$ cat src/rtl/servant_wb_arbiter_n.sv
// servant_wb_arbiter_n: N-master to 1-slave Wishbone (cyc/ack) arbiter.
// Round-robin or fixed-priority arbitration with a registered one-hot grant.
// One transaction per grant, with at least one idle slave-cycle between grants.
// Optional stall watchdog is enabled by defining SERVANT_ARB_TIMEOUT_EN.
// Ports:
//   i_clk, i_rst                  clock, asynchronous active-high reset
//   i_m_adr/dat/sel/we/cyc        packed master requests (master k at slice k)
//   o_m_rdt, o_m_ack              shared read data, per-master ack
//   o_s_adr/dat/sel/we/cyc        slave request
//   i_s_rdt, i_s_ack              slave response
//   o_grant                       one-hot grant, zero while idle
//   o_timeout                     one-cycle pulse on watchdog abort
module servant_wb_arbiter_n #(
  parameter int unsigned NUM_MASTERS    = 4,
  parameter int unsigned AW             = 32,
  parameter int unsigned DW             = 32,
  parameter int unsigned PRIORITY_MODE  = 0,
  parameter int unsigned TIMEOUT_CYCLES = 255
) (
  input  logic                        i_clk,
  input  logic                        i_rst,
  input  logic [NUM_MASTERS*AW-1:0]   i_m_adr,
  input  logic [NUM_MASTERS*DW-1:0]   i_m_dat,
  input  logic [NUM_MASTERS*DW/8-1:0] i_m_sel,
  input  logic [NUM_MASTERS-1:0]      i_m_we,
  input  logic [NUM_MASTERS-1:0]      i_m_cyc,
  output logic [DW-1:0]               o_m_rdt,
  output logic [NUM_MASTERS-1:0]      o_m_ack,
  output logic [AW-1:0]               o_s_adr,
  output logic [DW-1:0]               o_s_dat,
  output logic [DW/8-1:0]             o_s_sel,
  output logic                        o_s_we,
  output logic                        o_s_cyc,
  input  logic [DW-1:0]               i_s_rdt,
  input  logic                        i_s_ack,
  output logic [NUM_MASTERS-1:0]      o_grant,
  output logic                        o_timeout
);

  localparam int unsigned SW = DW / 8;
  localparam int unsigned LW = (NUM_MASTERS > 1) ? $clog2(NUM_MASTERS) : 1;

  localparam logic [0:0] IDLE = 1'b0;
  localparam logic [0:0] BUSY = 1'b1;

  // Reject illegal configurations at elaboration
  if (NUM_MASTERS < 2 || NUM_MASTERS > 8 || TIMEOUT_CYCLES < 1 || TIMEOUT_CYCLES > 65535)
  begin : g_param_check
    $error("servant_wb_arbiter_n: illegal NUM_MASTERS or TIMEOUT_CYCLES");
  end

  logic [0:0]             state, state_nxt;
  logic [NUM_MASTERS-1:0] grant, grant_nxt;
  logic [LW-1:0]          gidx, gidx_nxt;
  logic [LW-1:0]          last, last_nxt;
  logic [LW-1:0]          win_idx;
  logic                   busy;
  logic                   cyc_g;
  logic                   ack_g;
  logic                   to_abort;

  assign busy  = (state == BUSY);
  // Granted master still requesting; a drop means master abort
  assign cyc_g = busy & (|(i_m_cyc & grant));

`ifdef SERVANT_ARB_TIMEOUT_EN
  localparam int unsigned CW = $clog2(TIMEOUT_CYCLES + 1);

  logic [CW-1:0] cnt;

  // Watchdog: zero while idle, so it starts from zero on every BUSY entry
  always_ff @(posedge i_clk or posedge i_rst) begin
    if (i_rst) begin
      cnt <= '0;
    end else if (!busy) begin
      cnt <= '0;
    end else if (!i_s_ack && cnt != CW'(TIMEOUT_CYCLES)) begin
      cnt <= cnt + CW'(1);
    end
  end

  // A real ack in the same cycle takes precedence over the watchdog
  assign to_abort = cyc_g & ~i_s_ack & (cnt == CW'(TIMEOUT_CYCLES));
`else
  assign to_abort = 1'b0;
`endif

  assign ack_g = cyc_g & (i_s_ack | to_abort);

  // Winner selection; the last loop assignment is the one that counts
  always_comb begin
    int unsigned s;
    win_idx = '0;
    s       = 0;
    if (PRIORITY_MODE != 0) begin
      for (int unsigned k = NUM_MASTERS; k > 0; k--) begin
        if (i_m_cyc[k-1]) win_idx = LW'(k - 1);
      end
    end else begin
      // Scan last+NUM_MASTERS down to last+1 so the nearest successor wins
      for (int unsigned k = NUM_MASTERS; k > 0; k--) begin
        s = 32'(last) + k;
        if (s >= NUM_MASTERS) s = s - NUM_MASTERS;
        if (i_m_cyc[s]) win_idx = LW'(s);
      end
    end
  end

  // State register
  always_ff @(posedge i_clk or posedge i_rst) begin
    if (i_rst) begin
      state <= IDLE;
      grant <= '0;
      gidx  <= '0;
      last  <= LW'(NUM_MASTERS - 1);
    end else begin
      state <= state_nxt;
      grant <= grant_nxt;
      gidx  <= gidx_nxt;
      last  <= last_nxt;
    end
  end

  // Next-state logic
  always_comb begin
    state_nxt = state;
    grant_nxt = grant;
    gidx_nxt  = gidx;
    last_nxt  = last;
    case (state)
      IDLE: begin
        if (|i_m_cyc) begin
          state_nxt = BUSY;
          grant_nxt = NUM_MASTERS'(1) << win_idx;
          gidx_nxt  = win_idx;
        end
      end
      BUSY: begin
        if (!cyc_g || ack_g) begin
          state_nxt = IDLE;
          grant_nxt = '0;
          if (ack_g) last_nxt = gidx;
        end
      end
      default: begin
        state_nxt = IDLE;
        grant_nxt = '0;
      end
    endcase
  end

  // Slave request mux: AND-OR over the one-hot grant, zero when idle
  always_comb begin
    o_s_adr = '0;
    o_s_dat = '0;
    o_s_sel = '0;
    o_s_we  = 1'b0;
    for (int unsigned k = 0; k < NUM_MASTERS; k++) begin
      if (grant[k]) begin
        o_s_adr = o_s_adr | i_m_adr[k*AW +: AW];
        o_s_dat = o_s_dat | i_m_dat[k*DW +: DW];
        o_s_sel = o_s_sel | i_m_sel[k*SW +: SW];
        o_s_we  = o_s_we  | i_m_we[k];
      end
    end
  end

  assign o_s_cyc   = cyc_g & ~to_abort;
  assign o_m_ack   = ack_g ? grant : '0;
  assign o_m_rdt   = (i_rst | to_abort) ? '0 : i_s_rdt;
  assign o_grant   = grant;
  assign o_timeout = to_abort;

endmodule

$ cat config.mk
export PLATFORM = sky130hd
export DESIGN_NAME = servant_wb_arbiter_n
export DESIGN_NICKNAME = d
export VERILOG_FILES = /design/src/rtl/servant_wb_arbiter_n.sv
export SDC_FILE = /design/constraint.sdc
export NUM_CORES = 1
export LEC_CHECK = 0
export ABC_CLOCK_PERIOD_IN_PS = 3800
export CORE_AREA = 8 8 158 160
export CTS_BUF_LIST = sky130_fd_sc_hd__clkbuf_16
export CTS_CLUSTER_DIAMETER = 120
export DETAILED_ROUTE_END_ITERATION = 16
export DIE_AREA = 0 0 166 168
export PLACE_DENSITY = 0.42
export SETUP_SLACK_MARGIN = 0.05
export SYNTH_ARGS = -nofsm -noshare
export SYNTH_HDL_FRONTEND = slang
export SYNTH_SLANG_ARGS = --single-unit
$ cat constraint.sdc
create_clock -name i_clk -period 3.8 [get_ports i_clk]
set_input_delay 0.57 -clock i_clk [delete_from_list [all_inputs] [get_ports i_clk]]
set_output_delay 0.57 -clock i_clk [all_outputs]
set_load 0.02 [all_outputs]
==> results.md <==
- Crit-path most repeated cell: clkdlybuf4s50_1
- Post-cts sizing count: 0
- Vias: 4264
- Worst skew pair latency: 0.24 ns
- Final hold violation count: 0
- Yosys Warn Count: 0
- Final Instance Area: 0.00677 mm²
- Post-CTS Setup Inserts: 0
- Max Slew Vio Count: 0
- Worst R2R Start: o_grant[0]
- Worst r2r dst: last[0]
- Startpoint Class: input port
- Most frequent cells in the layout: clkdlybuf4s50_1 (424), a22oi_1 (138), nand2_1 (71)
- Crit path cell chain: clkdlybuf4s50_1 -> a22o_1 -> o21ai_2 -> nor2_2 -> and2_1 -> clkdlybuf4s50_1
- Startpoint of the worst hold path: gidx[1]
- Post-Synthesis Cells: 326
- Chip height: 168 µm
- Setup TNS: 0 ns
- Vias in the first global route: 4637
- RSZ-0062 raised after global routing: false
- Worst-case reg-to-reg path depth: 4
- Synthesized cell area: 0.00216 mm²
- Htree depth: 1
- Final setup viols: 0
- Area Overhead vs Synth: 214%
- RePlAce Congestion: 0.808
- Rel. slew slack: 0.572
- Seq/Total Area, Yosys: 0.106
- Overall Global Routing Usage: 0.144
- Die area: 0.0279 mm²
- Post-synthesis sequential element count: 9
- Drt first pass iters: 5
- Switching part of the total: 0.505
- Multiplexer area fraction after synthesis: 0.0186
- Synth Net Count: 641
- CP Data Required Time: 3.23 ns
- First-pass GRT wire length: 31.3 mm
- Root Driver: clkbuf_16
- Worst path arrival time: 2.47 ns
- WL per Instance: 21.3 µm
- Simple-gate portion of the synthesized area: 0.257
- Vias per inst: 4.21
- Skew final: 0.00697 ns
- Antenna-violating nets left: 0
- Setup CP Type: input port to output pin
- Crit Path Max Fanout: 6
- Clock transition at the registers of the reported paths: 0.04 ns
- Placed inst area: 0.00669 mm²
- CTS tree: built
- Clock Tree Buf Depth: 2
- Power density over the cells: 534 mW/mm²
- Row count: 55
- Input/output buffers: 424
- Largest family of logic cells by synthesized area: compound AO/OA/AOI/OAI gates
- Worst ir drop on vdd: 0.211 mV
- R2r setup slk: 2.02 ns
- Crit share post-route: 0.801
- Initial Util: 0.0964
- Adder-Cell Fraction of Synth Area: 0
- Cell variety after synth: 32
- Status: complete, no violations
- Synth top area share: 0.480
- Int Pwr: 1.79 mW
- Max-Cap Viols: 0
- Nets: 1042
- Share of layout cells above drive strength 1: 0.0303
- CP max-delay cell: clkdlybuf4s50_1
- Compound-Gate Fraction of Synth Area: 0.539
- DIE WIDTH: 166 µm
- CTS buffer count: 3
- Post-synth EDFFs: 0
- DP HPWL: 18.0 mm
- Routed WL: 21.5 mm
- Post-synthesis xor/xnor area fraction: 0
- Top_reg_cell synth: dfrtp_1
- Hold Path End: gidx[1]
- GRT overflow: 0
- Tmin final: 3.04 ns
- Flop pwr share: 0.087
- Post-CTS Hold Buffers: 0
- Area leader, netlist: a22oi_1
- Hold Path Depth: 2
- Mean Syn Cell Area: 6.62 µm²
- Setup crit end kind: output pin
- Io pins: 426
- 1st-iter DRT viols: 224
- Core area: 0.0224 mm²
- Comb pwr share: 0.862
- Leakage: 2.58 nW
- Post-Route Utilization: 0.303
- Top post-synthesis cells by area: a22oi_1 (48%), nand2_1 (12%), nor2b_1 (9.6%)
- Hold Crit Class: flip-flop to flip-flop
- Initial antenna violation count: 0
- Largest net degree at the start of global routing: 53
- Switching pwr: 1.82 mW
- Fmax: 0.329 GHz
- # DRC: 0
- Clock Sinks: 9
- Worst Tran Pin Value: 0.643 ns
- Leading cell type in the layout, fill and taps excluded: clkdlybuf4s50_1
- Async set-reset flop share out of synthesis: 1.00
- Clock network fraction of total power: 0.051
- Max incr delay on CP: 0.61 ns
==> Yosys cell counts (all sizes together), types with 2 or more instances <==
| cell | number |
|---|---|
| a21oi | 2 |
| a22o | 2 |
| a22oi | 138 |
| a32o | 3 |
| and2 | 4 |
| buf | 9 |
| clkbuf | 27 |
| dfrtp | 7 |
| dfstp | 2 |
| inv | 5 |
| mux2 | 2 |
| nand2 | 71 |
| nand2b | 3 |
| nor2 | 4 |
| nor2b | 33 |
| o21ai | 4 |
==> worst max-delay path by stage <==
stage / to / slack [ns] / cells past startpoint / from
after floorplan: o_m_ack[0] / 1.91 / 5 / o_grant[1]
after global placement: o_m_ack[0] / 0.78 / 6 / i_m_cyc[3]
after detailed placement: o_m_ack[0] / 0.74 / 6 / i_m_cyc[3]
after CTS: o_m_ack[0] / 0.73 / 6 / i_m_cyc[3]
after global routing: o_m_ack[3] / 0.61 / 5 / o_grant[0]
final: o_m_ack[0] / 0.76 / 6 / i_m_cyc[3]
==> sequential cells by signal, indices dropped and copies added, names as in the netlist <==
register / flops
busy: 1
o_grant: 4
gidx: 2
last: 2
==> stage by stage <==
| step | hold WS, ns | worst slack, ns | power, mW | cells |
|---|---|---|---|---|
| CTS | 0.522 | 0.730 | 3.69 | 1011 |
| global placement | 0.501 | 0.778 | 3.48 | 1007 |
| detailed placement | 0.496 | 0.744 | 3.48 | 1007 |
| finish | 0.526 | 0.757 | 3.61 | 1012 |
| floorplan | 0.474 | 1.91 | 1.74 | 326 |
| global route | 0.532 | 0.614 | 3.85 | 1011 |
==> cells by family (layout without fill, tap and decap cells) <==
logic type             after synthesis  in the layout
AOI/OAI and AO/OA                  155            155
buffers and inverters               41            441
DFF                                  9              9
muxes                                3              3
other                                1              2
and+or+nand+nor                    117            117
==> worst max-delay path: cells and delay by family <==
kind,cells,cell delay [ns]
buf+inv,2,1.20
compound gates,2,0.29
simple gates,2,0.41
==> metal layers <==
layer,track usage,up-vias,wire [µm]
li1,-,2049,-
met1,0.164,1972,8400
met2,0.273,231,11300
met3,0.0365,12,1680
met4,0.0130,0,133
met5,0,-,0
==> final cells by class <==
| class | instances | area (µm²) |
|---|---|---|
| clock buffers | 3 | 75.1 |
| flip-flops and latches | 9 | 233 |
| repair buffers | 432 | 4320 |
| clock inverters | 1 | 3.75 |
| fillers | 2390 | 15600 |
| well taps | 285 | 357 |
| diodes | 1 | 2.50 |
| inverters | 5 | 18.8 |
| multi-input cells | 276 | 1760 |
==> power groups by stage <==
stage	Combinational, mW	Clock [mW]	Sequential, mW
global route	3.32	0.191	0.335
finish	3.12	0.185	0.313
global placement	3.15	0	0.324
floorplan	1.55	0	0.192
CTS	3.17	0.187	0.325
detailed placement	3.16	0	0.326
Power figures use the tool's default switching activity.
